--- src/rtl/menu_pkg.sv ---
// Shared definitions for the menu/mode controller.
//   menu_state_t : menu FSM state encoding (MAIN, FUNCTION, DISPLAY, SETTINGS)
//   MAIN_ITEMS   : number of selectable entries in the MAIN menu
//   cur_w()      : cursor width needed to address items 0..max(nf,nm), where
//                  the top value is the BACK entry of a sub-menu
package menu_pkg;

    typedef enum logic [1:0] {
        MAIN     = 2'd0,
        FUNCTION = 2'd1,
        DISPLAY  = 2'd2,
        SETTINGS = 2'd3
    } menu_state_t;

    localparam int MAIN_ITEMS = 3;

    function automatic int cur_w(input int nf, input int nm);
        int mx;
        mx = (nf > nm) ? nf : nm;
        return $clog2(mx + 1);
    endfunction

endpackage

--- src/rtl/menu_mode_controller_if.sv ---
// Bus between the key/encoder debouncers and the menu/mode controller.
//   master : debouncer side, drives key_pulse / enc_* pulses, observes config
//   slave  : controller side, consumes pulses, drives the configuration outputs
// Outputs: func_enable, display_mode, menu_state, menu_cursor, setting_val,
//          cfg_changed (one-cycle pulse on any configuration value change).
interface menu_mode_controller_if
    import menu_pkg::*;
#(
    parameter int NUM_FUNC  = 8,
    parameter int NUM_MODES = 4,
    parameter int SET_W     = 4
);
    localparam int KEY_W  = NUM_FUNC + NUM_MODES;
    localparam int MODE_W = $clog2(NUM_MODES);
    localparam int CUR_W  = cur_w(NUM_FUNC, NUM_MODES);

    logic [KEY_W-1:0]    key_pulse;
    logic                enc_cw;
    logic                enc_ccw;
    logic                enc_press;
    logic [NUM_FUNC-1:0] func_enable;
    logic [MODE_W-1:0]   display_mode;
    logic [1:0]          menu_state;
    logic [CUR_W-1:0]    menu_cursor;
    logic [SET_W-1:0]    setting_val;
    logic                cfg_changed;

    modport master (
        output key_pulse, enc_cw, enc_ccw, enc_press,
        input  func_enable, display_mode, menu_state, menu_cursor,
               setting_val, cfg_changed
    );

    modport slave (
        input  key_pulse, enc_cw, enc_ccw, enc_press,
        output func_enable, display_mode, menu_state, menu_cursor,
               setting_val, cfg_changed
    );

endinterface

--- src/rtl/menu_idle_timer.sv ---
// Menu inactivity timer.
//   clk, rst : clock and synchronous active-high reset
//   clear    : restart the idle count (activity, or menu is at MAIN)
//   run      : count while high and not cleared
//   expire   : one-cycle pulse in the cycle the count sits at TIMEOUT_CYC-1;
//              the count wraps to zero on the same edge
module menu_idle_timer #(
    parameter int TIMEOUT_CYC = 50_000_000
) (
    input  logic clk,
    input  logic rst,
    input  logic clear,
    input  logic run,
    output logic expire
);
    localparam int CNT_W = (TIMEOUT_CYC > 2) ? $clog2(TIMEOUT_CYC) : 1;
    localparam logic [CNT_W-1:0] LAST = CNT_W'(TIMEOUT_CYC - 1);

    logic [CNT_W-1:0] cnt;

    // Combinational so the FSM can fall back to MAIN on the edge that ends
    // the TIMEOUT_CYC-th idle cycle.
    assign expire = run && !clear && (cnt == LAST);

    always_ff @(posedge clk) begin
        if (rst || clear) begin
            cnt <= '0;
        end else if (run) begin
            cnt <= expire ? '0 : cnt + 1'b1;
        end
    end

endmodule

--- src/rtl/menu_mode_controller.sv ---
// Menu/mode controller: owns the function-enable mask, display mode and one
// adjustable setting, navigated by a rotary encoder menu with an inactivity
// timeout; direct keys can toggle functions or pick modes at any time.
//   clk, rst : clock, synchronous active-high reset
//   bus      : slave side of menu_mode_controller_if (key/encoder pulses in,
//              registered configuration and menu status out)
module menu_mode_controller
    import menu_pkg::*;
#(
    parameter int NUM_FUNC    = 8,
    parameter int NUM_MODES   = 4,
    parameter int SET_W       = 4,
    parameter int SET_MAX     = 15,
    parameter int SET_INIT    = 8,
    parameter int TIMEOUT_CYC = 50_000_000
) (
    input logic                    clk,
    input logic                    rst,
    menu_mode_controller_if.slave  bus
);
    localparam int MODE_W = $clog2(NUM_MODES);
    localparam int CUR_W  = cur_w(NUM_FUNC, NUM_MODES);

    localparam logic [CUR_W-1:0] MAIN_LAST = CUR_W'(MAIN_ITEMS - 1);
    localparam logic [CUR_W-1:0] FUNC_BACK = CUR_W'(NUM_FUNC);
    localparam logic [CUR_W-1:0] MODE_BACK = CUR_W'(NUM_MODES);
    localparam logic [SET_W-1:0] SET_CEIL  = SET_W'(SET_MAX);
    localparam logic [SET_W-1:0] SET_RST   = SET_W'(SET_INIT);

    menu_state_t         state, state_n;
    logic [CUR_W-1:0]    cursor, cursor_n;
    logic [NUM_FUNC-1:0] func_q, func_n, menu_tog;
    logic [MODE_W-1:0]   mode_q, mode_n, key_mode;
    logic [SET_W-1:0]    set_q, set_n;
    logic                cfg_chg_q, cfg_chg_n;
    logic                key_mode_vld, menu_mode_vld;
    logic                cw, ccw, press, expire, idle_clear;

    // Opposite rotations cancel; a press wins over any rotation.
    assign press = bus.enc_press;
    assign cw    = bus.enc_cw  && !bus.enc_ccw && !bus.enc_press;
    assign ccw   = bus.enc_ccw && !bus.enc_cw  && !bus.enc_press;

    assign idle_clear = bus.enc_cw || bus.enc_ccw || bus.enc_press || (state == MAIN);

    menu_idle_timer #(
        .TIMEOUT_CYC (TIMEOUT_CYC)
    ) u_idle (
        .clk    (clk),
        .rst    (rst),
        .clear  (idle_clear),
        .run    (state != MAIN),
        .expire (expire)
    );

    function automatic logic [CUR_W-1:0] wrap_inc(input logic [CUR_W-1:0] c,
                                                  input logic [CUR_W-1:0] last);
        return (c == last) ? '0 : c + 1'b1;
    endfunction

    function automatic logic [CUR_W-1:0] wrap_dec(input logic [CUR_W-1:0] c,
                                                  input logic [CUR_W-1:0] last);
        return (c == '0) ? last : c - 1'b1;
    endfunction

    always_ff @(posedge clk) begin
        if (rst) begin
            state     <= MAIN;
            cursor    <= '0;
            func_q    <= '1;
            mode_q    <= '0;
            set_q     <= SET_RST;
            cfg_chg_q <= 1'b0;
        end else begin
            state     <= state_n;
            cursor    <= cursor_n;
            func_q    <= func_n;
            mode_q    <= mode_n;
            set_q     <= set_n;
            cfg_chg_q <= cfg_chg_n;
        end
    end

    always_comb begin
        state_n       = state;
        cursor_n      = cursor;
        set_n         = set_q;
        menu_tog      = '0;
        menu_mode_vld = 1'b0;
        key_mode      = '0;
        key_mode_vld  = 1'b0;

        if (expire) begin
            state_n  = MAIN;
            cursor_n = '0;
        end else begin
            unique case (state)
                MAIN: begin
                    if (press) begin
                        cursor_n = '0;
                        unique case (cursor)
                            CUR_W'(0): state_n = FUNCTION;
                            CUR_W'(1): state_n = DISPLAY;
                            default:   state_n = SETTINGS;
                        endcase
                    end else if (cw) begin
                        cursor_n = wrap_inc(cursor, MAIN_LAST);
                    end else if (ccw) begin
                        cursor_n = wrap_dec(cursor, MAIN_LAST);
                    end
                end
                FUNCTION: begin
                    if (press) begin
                        if (cursor == FUNC_BACK) begin
                            state_n  = MAIN;
                            cursor_n = '0;
                        end else begin
                            for (int f = 0; f < NUM_FUNC; f++)
                                menu_tog[f] = (cursor == CUR_W'(f));
                        end
                    end else if (cw) begin
                        cursor_n = wrap_inc(cursor, FUNC_BACK);
                    end else if (ccw) begin
                        cursor_n = wrap_dec(cursor, FUNC_BACK);
                    end
                end
                DISPLAY: begin
                    if (press) begin
                        if (cursor == MODE_BACK) begin
                            state_n  = MAIN;
                            cursor_n = '0;
                        end else begin
                            menu_mode_vld = 1'b1;
                        end
                    end else if (cw) begin
                        cursor_n = wrap_inc(cursor, MODE_BACK);
                    end else if (ccw) begin
                        cursor_n = wrap_dec(cursor, MODE_BACK);
                    end
                end
                SETTINGS: begin
                    cursor_n = '0;
                    if (press) begin
                        state_n = MAIN;
                    end else if (cw) begin
                        set_n = (set_q >= SET_CEIL) ? SET_CEIL : set_q + 1'b1;
                    end else if (ccw) begin
                        set_n = (set_q == '0) ? '0 : set_q - 1'b1;
                    end
                end
                default: begin
                    state_n  = MAIN;
                    cursor_n = '0;
                end
            endcase
        end

        // OR before XOR so a key and a menu toggle on one bit flip it once.
        func_n = func_q ^ (bus.key_pulse[NUM_FUNC-1:0] | menu_tog);

        // Scan downwards so the lowest-index mode key is the one left standing.
        for (int m = NUM_MODES - 1; m >= 0; m--) begin
            if (bus.key_pulse[NUM_FUNC + m]) begin
                key_mode     = MODE_W'(m);
                key_mode_vld = 1'b1;
            end
        end

        if (key_mode_vld)
            mode_n = key_mode;
        else if (menu_mode_vld)
            mode_n = cursor[MODE_W-1:0];
        else
            mode_n = mode_q;

        cfg_chg_n = (func_n != func_q) || (mode_n != mode_q) || (set_n != set_q);
    end

    assign bus.func_enable  = func_q;
    assign bus.display_mode = mode_q;
    assign bus.menu_state   = state;
    assign bus.menu_cursor  = cursor;
    assign bus.setting_val  = set_q;
    assign bus.cfg_changed  = cfg_chg_q;

endmodule

--- src/flat_wrapper.sv ---
// flat-port wrapper written by rule: the top's interface ports become plain ports
module menu_mode_controller_flat import menu_pkg::*;
#(
    parameter int NUM_FUNC    = 8,
    parameter int NUM_MODES   = 4,
    parameter int SET_W       = 4,
    parameter int SET_MAX     = 15,
    parameter int SET_INIT    = 8,
    parameter int TIMEOUT_CYC = 50_000_000
)
  (clk, rst, bus_key_pulse, bus_enc_cw, bus_enc_ccw, bus_enc_press, bus_func_enable, bus_display_mode, bus_menu_state, bus_menu_cursor, bus_setting_val, bus_cfg_changed);
  menu_mode_controller_if #(.NUM_FUNC(NUM_FUNC), .NUM_MODES(NUM_MODES), .SET_W(SET_W)) bus_i ();
  input logic clk;
  input logic rst;
  input wire logic [$bits(bus_i.key_pulse)-1:0] bus_key_pulse;
  input wire logic [$bits(bus_i.enc_cw)-1:0] bus_enc_cw;
  input wire logic [$bits(bus_i.enc_ccw)-1:0] bus_enc_ccw;
  input wire logic [$bits(bus_i.enc_press)-1:0] bus_enc_press;
  output wire logic [$bits(bus_i.func_enable)-1:0] bus_func_enable;
  output wire logic [$bits(bus_i.display_mode)-1:0] bus_display_mode;
  output wire logic [$bits(bus_i.menu_state)-1:0] bus_menu_state;
  output wire logic [$bits(bus_i.menu_cursor)-1:0] bus_menu_cursor;
  output wire logic [$bits(bus_i.setting_val)-1:0] bus_setting_val;
  output wire logic [$bits(bus_i.cfg_changed)-1:0] bus_cfg_changed;
  assign bus_i.key_pulse = bus_key_pulse;
  assign bus_i.enc_cw = bus_enc_cw;
  assign bus_i.enc_ccw = bus_enc_ccw;
  assign bus_i.enc_press = bus_enc_press;
  assign bus_func_enable = bus_i.func_enable;
  assign bus_display_mode = bus_i.display_mode;
  assign bus_menu_state = bus_i.menu_state;
  assign bus_menu_cursor = bus_i.menu_cursor;
  assign bus_setting_val = bus_i.setting_val;
  assign bus_cfg_changed = bus_i.cfg_changed;
  menu_mode_controller #(.NUM_FUNC(NUM_FUNC), .NUM_MODES(NUM_MODES), .SET_W(SET_W), .SET_MAX(SET_MAX), .SET_INIT(SET_INIT), .TIMEOUT_CYC(TIMEOUT_CYC)) u_core (.clk(clk), .rst(rst), .bus(bus_i));
endmodule
--- config.mk ---
export PLATFORM = sky130hd
export DESIGN_NAME = menu_mode_controller_flat
export DESIGN_NICKNAME = d
export VERILOG_FILES = /design/src/rtl/menu_pkg.sv /design/src/rtl/menu_mode_controller_if.sv /design/src/rtl/menu_idle_timer.sv /design/src/rtl/menu_mode_controller.sv /design/src/flat_wrapper.sv
export SDC_FILE = /design/constraint.sdc
export NUM_CORES = 1
export LEC_CHECK = 0
export CAP_MARGIN = 20
export CORE_ASPECT_RATIO = 0.5
export CORE_MARGIN = 1
export CORE_UTILIZATION = 25
export DETAILED_ROUTE_END_ITERATION = 16
export SLEW_MARGIN = 20
export SYNTH_ARGS = -nofsm -noshare
export SYNTH_HDL_FRONTEND = slang
export SYNTH_SLANG_ARGS = --single-unit
--- constraint.sdc ---
create_clock -name clk -period 4.9 [get_ports clk]
set_input_delay 0.98 -clock clk [delete_from_list [all_inputs] [get_ports clk]]
set_output_delay 0.98 -clock clk [all_outputs]
set_load 0.01 [all_outputs]
* Word level (Yosys, flattened, before mapping)
Cells that the tools add are included.
** Storage, ports and cells
- Flip-flop bits (word level) :: 47
- Bits in latches :: 0
- Bits in writable memories :: 0
- ROM bits :: 0
- Logic and storage cells :: 116
- Memories :: 0
** Operators by class
- $add $sub $neg :: 5
- Multipliers :: 0
- Divide/modulo/power cells :: 0
- Magnitude comparators :: 1
- Eq/ne operators :: 26
- Shift operators :: 0
- Multiplexer cells :: 52
- Bitwise operators :: 2
- Reduce and logical (&&, ||, !) cells :: 23
** Operator list (count)
- $mux W4 :: 24
- $mux W8 :: 4
- $add A26 B1 Y26 const B :: 1
- $eq A26 B26 Y1 const B :: 1
- $mux W26 :: 1
- $mux W2 :: 12
- $eq A4 B3 Y1 const B :: 4
- $pmux W4 S4 :: 1
- $ne A4 B2 Y1 const B :: 3
- $add A4 B1 Y4 const B :: 2
- $eq A4 B2 Y1 const B :: 2
- $logic_not A4 Y1 :: 2
- $mux W1 :: 8
- $ne A2 B2 Y1 const B :: 4
- $ne A8 B8 Y1 :: 1
- $or A8 B8 Y8 :: 1
- $pmux W2 S4 :: 1
- $sub A4 B1 Y4 const B :: 2
- $xor A8 B8 Y8 :: 1
- $logic_and A1 B1 Y1 :: 6
- $logic_or A1 B1 Y1 :: 6
- $ne A3 B2 Y1 const B :: 2
- $reduce_and A6 Y1 :: 1
- $reduce_and A5 Y1 :: 1
- 13 further kinds :: 18

* Longest topological paths before layout
- Word-level depth :: 12
- Mapped depth :: 9
- Depth with buffers taken out :: 7

* By module
A second synthesis with hierarchy kept.
** Second synthesis, totals
- Cell total of the unflattened synthesis :: 364
- Area total of the unflattened synthesis :: 3056.7 um2
** By module, submodules not included
- menu_mode_controller :: instances 1, cells each 218, area an instance 1760.4 um2
- menu_idle_timer :: instances 1, cells each 146, area an instance 1296.2 um2

* Worst setup path before layout
OpenSTA, ideal clock, no wires.
- Kind :: input to register
- Start :: input bus_enc_ccw
- End :: register u_core.cfg_chg_q (netlist: u_core.bus.cfg_changed)
- Setup time :: 0.125 ns
- Data arrival time :: 2.335 ns
- Required time :: 4.775 ns
- Path slack :: 2.440 ns
- Stages :: 7
- Path buffers :: 2
- Cells stage by stage :: buf_4 > nand2b_1 > clkbuf_1 > a41oi_1 > nor4_1 > a2111oi_2 > o41a_1
** Between the ends
- Word-level cells in the longest chain between the ends :: 12
- Elaborated cells on any way between the ends :: 27
- Those cells by class :: 3 x eq/ne; 9 x mux; 2 x bitwise; 13 x reduce/logical
** RTL lines
- start, declared :: RTL line flat_wrapper.sv:17 : input wire logic [$bits(bus_i.enc_ccw)-1:0] bus_enc_ccw;
- $logic_or A1 B1 Y1 (3 in a row) :: RTL line menu_mode_controller.sv:44 : assign idle_clear = bus.enc_cw || bus.enc_ccw || bus.enc_press || (state == MAIN);
- $logic_not A1 Y1 :: RTL line menu_idle_timer.sv:23 : assign expire = run && !clear && (cnt == LAST);
- $logic_and A1 B1 Y1 (2 in a row) :: RTL line menu_idle_timer.sv:23
- $mux W8 / $mux W1 (equally long branches) :: RTL line menu_mode_controller.sv:93 : if (expire) begin
- $or A8 B8 Y8 / $mux W2 (equally long branches) :: RTL line menu_mode_controller.sv:159, menu_mode_controller.sv:171
- $xor A8 B8 Y8 / $mux W2 (equally long branches) :: RTL line menu_mode_controller.sv:159, menu_mode_controller.sv:169
- $ne A8 B8 Y1 / $ne A2 B2 Y1 (equally long branches) :: RTL line menu_mode_controller.sv:176 : cfg_chg_n = (func_n != func_q) || (mode_n != mode_q) || (set_n != set_q);
- $logic_or A1 B1 Y1 :: RTL line menu_mode_controller.sv:176
- $logic_or A1 B1 Y1 * :: RTL line menu_mode_controller.sv:176
- end signal, assigned :: RTL line menu_mode_controller.sv:80 : cfg_chg_q <= cfg_chg_n;
- end, declared :: RTL line menu_mode_controller.sv:35 : logic cfg_chg_q, cfg_chg_n;
Mark *: on every way between the ends. The rest lies on a longest branch, timed or not.
A chain may end at the register's enable or synchronous reset.

* Final worst setup path
- Start :: input bus_enc_press
- End :: register u_core.mode_q[1] (netlist: u_core.bus.display_mode[1])
** Between the ends
- Word-level cells in the longest chain between the ends :: 8
- Elaborated cells on any way between the ends :: 10
- Those cells by class :: 5 x mux; 5 x reduce/logical
** RTL lines
- start, declared :: RTL line flat_wrapper.sv:18 : input wire logic [$bits(bus_i.enc_press)-1:0] bus_enc_press;
- $logic_or A1 B1 Y1 (2 in a row) :: RTL line menu_mode_controller.sv:44
- $logic_not A1 Y1 :: RTL line menu_idle_timer.sv:23
- $logic_and A1 B1 Y1 (2 in a row) :: RTL line menu_idle_timer.sv:23
- $mux W1 * :: RTL line menu_mode_controller.sv:93
- $mux W2 * :: RTL line menu_mode_controller.sv:171 : else if (menu_mode_vld)
- $mux W2 * :: RTL line menu_mode_controller.sv:169 : if (key_mode_vld)
- end signal, assigned :: RTL line menu_mode_controller.sv:78 : mode_q <= mode_n;
- end, declared :: RTL line menu_mode_controller.sv:33 : logic [MODE_W-1:0] mode_q, mode_n, key_mode;
Marks and branches as above.

==> Implementation_results.wiki <==
{| class="wikitable"
! Metric !! Value
|-
| Boundary Pins || 38
|-
| Leak Pwr || 1.109 nW
|-
| Sw Pwr || 0.2521 mW
|-
| Core region area || 10440 um^2
|-
| Minimum period implied by the final worst setup slack || 2.929 ns
|-
| Clock slew at reported path FFs || approximately 0.07 ns
|-
| Number of flops mapped to enable cells by yosys || 0
|-
| Final #Nets || about 400
|-
| Post-CTS Resized || 0
|-
| Hold Path End || u_core.bus.func_enable[2]
|-
| Main flop type after synthesis || sky130_fd_sc_hd__dfxtp_1
|-
| TritonCTS Buffers || 5
|-
| Sinks on Clock Net || 47
|-
| Non-filler instance count after layout || 509
|-
| First-pass GRT wire length || roughly 11 mm
|-
| Final HPWL DP || around 4.8 mm
|-
| Number of remaining DRC errors || 0
|-
| Commonest cells after routing, fill and taps aside || sky130_fd_sc_hd__dfxtp_1, sky130_fd_sc_hd__nor2_1, sky130_fd_sc_hd__clkdlybuf4s50_1
|-
| Switching share of power || 0.2758
|-
| Root cell of the clock tree || sky130_fd_sc_hd__clkbuf_16
|-
| Number of hold violations in the final report || 0
|-
| Starting utilization of the core area || 0.2635
|-
| Kind of critical path || input pin to register
|-
| Total die area || 11450 um^2
|-
| Total number of vias || 2532
|-
| Initial antenna violation count || 0
|-
| Worst min path class || register to register
|-
| Reg-to-Reg End || u_core.bus.menu_cursor[3]
|-
| Int Power || 0.6619 mW
|-
| Routed Wire Length || 6.609 mm
|-
| Async set-reset flop share out of synthesis || 0
|-
| Detail-routed via count per cell || 4.974
|-
| F_max || 341.4 MHz
|-
| Number of register bits inferred by synthesis || 47
|-
| Diode insertion count for antenna repair || 0
|-
| Cell count of the worst reg-to-reg path || 7
|-
| Post-Route Setup TNS || 0 ns
|-
| Number of placement rows || 26
|-
| Area used by sequential logic in the layout || 940.9 um^2
|-
| Startpoint of the lowest-slack hold path || u_core.bus.func_enable[2]
|-
| Max Cap Viol || 0
|-
| Share of power burned in combinational logic || 0.173
|-
| Count of routing violations after the opening detailed-route iteration || roughly 180
|-
| Maximum buffer depth of the clock tree || 2
|-
| Data required time of the worst path || 5.07 ns
|-
| Fraction of final layout cells sized beyond drive strength 1 || 0.04878
|-
| Final ANT Viol Nets || 0
|-
| Number of filler cells placed in the layout || 1056
|-
| Warnings from Yosys || 0
|-
| Final setup violation count || 0
|-
| Synth Net Count || approximately 360
|-
| Routed len/inst || 12.98 um
|-
| Clock tree from TritonCTS || built
|-
| Buffers on Ports || 37
|-
| Worst-skew pair later-pin latency || 0.28 ns
|-
| Area growth from synthesis to final layout || 21.65%
|-
| Power density relative to cell area || 273.1 nW/um^2
|-
| Number of instances in the synthesized netlist || 338
|-
| H-tree depth reported by CTS || 2
|-
| Register area share after synthesis || 0.3420
|-
| Setup slack of the most critical reg-to-reg path || between 2 and 2.5 ns
|-
| GRT Overall Usage || 0.1203
|-
| Pre-Repair DR Iteration Count || 4
|-
| Number of setup buffers added after CTS || 0
|-
| Per-instance average area after synthesis || 8.140 um^2
|-
| Placer's final routability congestion estimate || 0.8768
|-
| Actual slew at the worst max-slew pin || 0.8542 ns
|-
| Result of the run || finished, final reports clean
|-
| Number of cells on the worst hold path || 2
|-
| Unrepaired setup endpoints after global routing || false
|-
| Leading cell type in the layout, fill and taps excluded || sky130_fd_sc_hd__dfxtp_1
|-
| Final Slew Violations || 0
|-
| Endpoint class of the critical path || register
|-
| Data arrival time of the critical path || 3.10 ns
|-
| Number of global-route vias before repair || 2370
|-
| Pin count of the biggest net entering global routing || 27
|-
| Die height || 76.18 um
|-
| Global route total overflow || 0
|-
| Largest fanout on the critical path || 11
|-
| Area of the mapped netlist || 2751 um^2
|-
| Placed insts || 501
|-
| Final worst-path cycle share || 0.5978
|-
| Netlist cell types || around 60
|-
| Power share of the clock group || 0.364
|-
| Count of hold-fix buffers inserted at cts || 0
|-
| Clk_skew || 0.006391 ns
|-
| Peak supply drop || roughly 130 uV
|-
| Element type at the critical path start || input pin
|-
| Proportion of power drawn by flip-flops and latches || 0.463
|-
| Startpoint of the worst-slack reg-to-reg timing path || u_core.bus.menu_cursor[0]
|-
| X dimension of the die || 150.4 um
|-
| Worst slew margin relative to its limit || 0.4253
|-
| Footprint of the multi-input gates || around 1700 um^2
|}
## synth_stat cells, types with 3 or more instances
master                     count  area, um^2
sky130_fd_sc_hd__a21oi_1      26       130.1
sky130_fd_sc_hd__nor4_1       11       68.82
sky130_fd_sc_hd__or4_1         3       22.52
sky130_fd_sc_hd__nor2_1       43       161.4
sky130_fd_sc_hd__inv_1        10       37.54
sky130_fd_sc_hd__and3_1        4       25.02
sky130_fd_sc_hd__nor3_1        3       15.01
sky130_fd_sc_hd__buf_4         7       52.55
sky130_fd_sc_hd__dfxtp_1      47       940.9
sky130_fd_sc_hd__nand2_1      30       112.6
sky130_fd_sc_hd__nand2b_1      3       18.77
sky130_fd_sc_hd__nand4_1      11       68.82
sky130_fd_sc_hd__nand3_1      18       90.09
sky130_fd_sc_hd__o31ai_1       3       22.52
sky130_fd_sc_hd__ha_1          7       87.58
sky130_fd_sc_hd__xnor2_1       7       61.31
sky130_fd_sc_hd__o21ai_0      12       60.06
sky130_fd_sc_hd__a211oi_1      3       22.52
sky130_fd_sc_hd__clkbuf_1      4       15.01
sky130_fd_sc_hd__xor2_1       29       254.0
sky130_fd_sc_hd__nor2b_1       4       25.02
sky130_fd_sc_hd__o21a_1        3       22.52
## power groups by stage
stage	logic, mW	registers [mW]	clock network, mW
after floorplan	0.0991	0.425	0
after global placement	0.157	0.432	0
after detailed placement	0.156	0.431	0
after CTS	0.157	0.422	0.341
after global routing	0.173	0.427	0.357
final	0.158	0.423	0.333
## how the worst max path moves through the flow
stage	from	slack (ns)	to
global route	bus_enc_press	1.78	u_core.bus.display_mode[1]
finish	bus_enc_press	1.97	u_core.bus.display_mode[1]
CTS	bus_enc_press	1.97	u_core.bus.display_mode[1]
global placement	bus_enc_press	1.74	u_core.bus.display_mode[1]
detailed placement	bus_enc_press	1.70	u_core.bus.display_mode[1]
floorplan	bus_enc_ccw	2.44	u_core.bus.cfg_changed
## cell families after synthesis
group,synth area share
compound gates,0.1742
xor+xnor,0.1146
fa+ha+maj,0.03183
buf+inv,0.05093
flops,0.3420
simple gates,0.2865
## registers in the layout, indices dropped and copies added (netlist names)
signal,flops
u_core.u_idle.cnt,26
u_core.bus.func_enable,8
u_core.bus.menu_cursor,4
u_core.bus.setting_val,4
u_core.bus.display_mode,2
u_core.bus.menu_state,2
u_core.bus.cfg_changed,1
## metrics by stage
stage | setup WS [ns] | hold WS, ns | power [mW] | utilization | cell area [um^2]
CTS | 1.970 | 0.4963 | 0.9206 | 0.3205 | 3347
floorplan | 2.440 | 0.4716 | 0.5238 | - | 2751
detailed placement | 1.695 | 0.4749 | 0.5868 | 0.3070 | 3206
global route | 1.780 | 0.5243 | 0.9572 | 0.3205 | 3347
global placement | 1.738 | 0.4764 | 0.5889 | 0.3070 | 3206
finish | 1.971 | 0.4923 | 0.9140 | 0.3205 | 3347
## routing by layer
layer,part of all wire,up-vias,track usage
li1,-,1280,-
met1,0.49,1202,0.1653
met2,0.46,46,0.1922
met3,0.034,4,0.02156
met4,0.0095,0,0.03131
met5,0,-,0
## final cells by class
type / instances / share of cell area
flip-flops and latches: 47 / 0.2811
inverters: 11 / 0.01234
multi-input cells: 265 / 0.4991
clock inverters: 2 / 0.003738
clock buffers: 6 / 0.03850
repair buffers: 38 / 0.1129
well taps: 140 / 0.05234
## worst max-delay path, stage by stage
cell and delay [ns]:
sky130_fd_sc_hd__clkdlybuf4s50_1 0.69, sky130_fd_sc_hd__inv_1 0.23, sky130_fd_sc_hd__nor4b_1 0.65, sky130_fd_sc_hd__a21oi_1 0.19
sky130_fd_sc_hd__a2111oi_0 0.35
(Power assumes the default switching activity.)
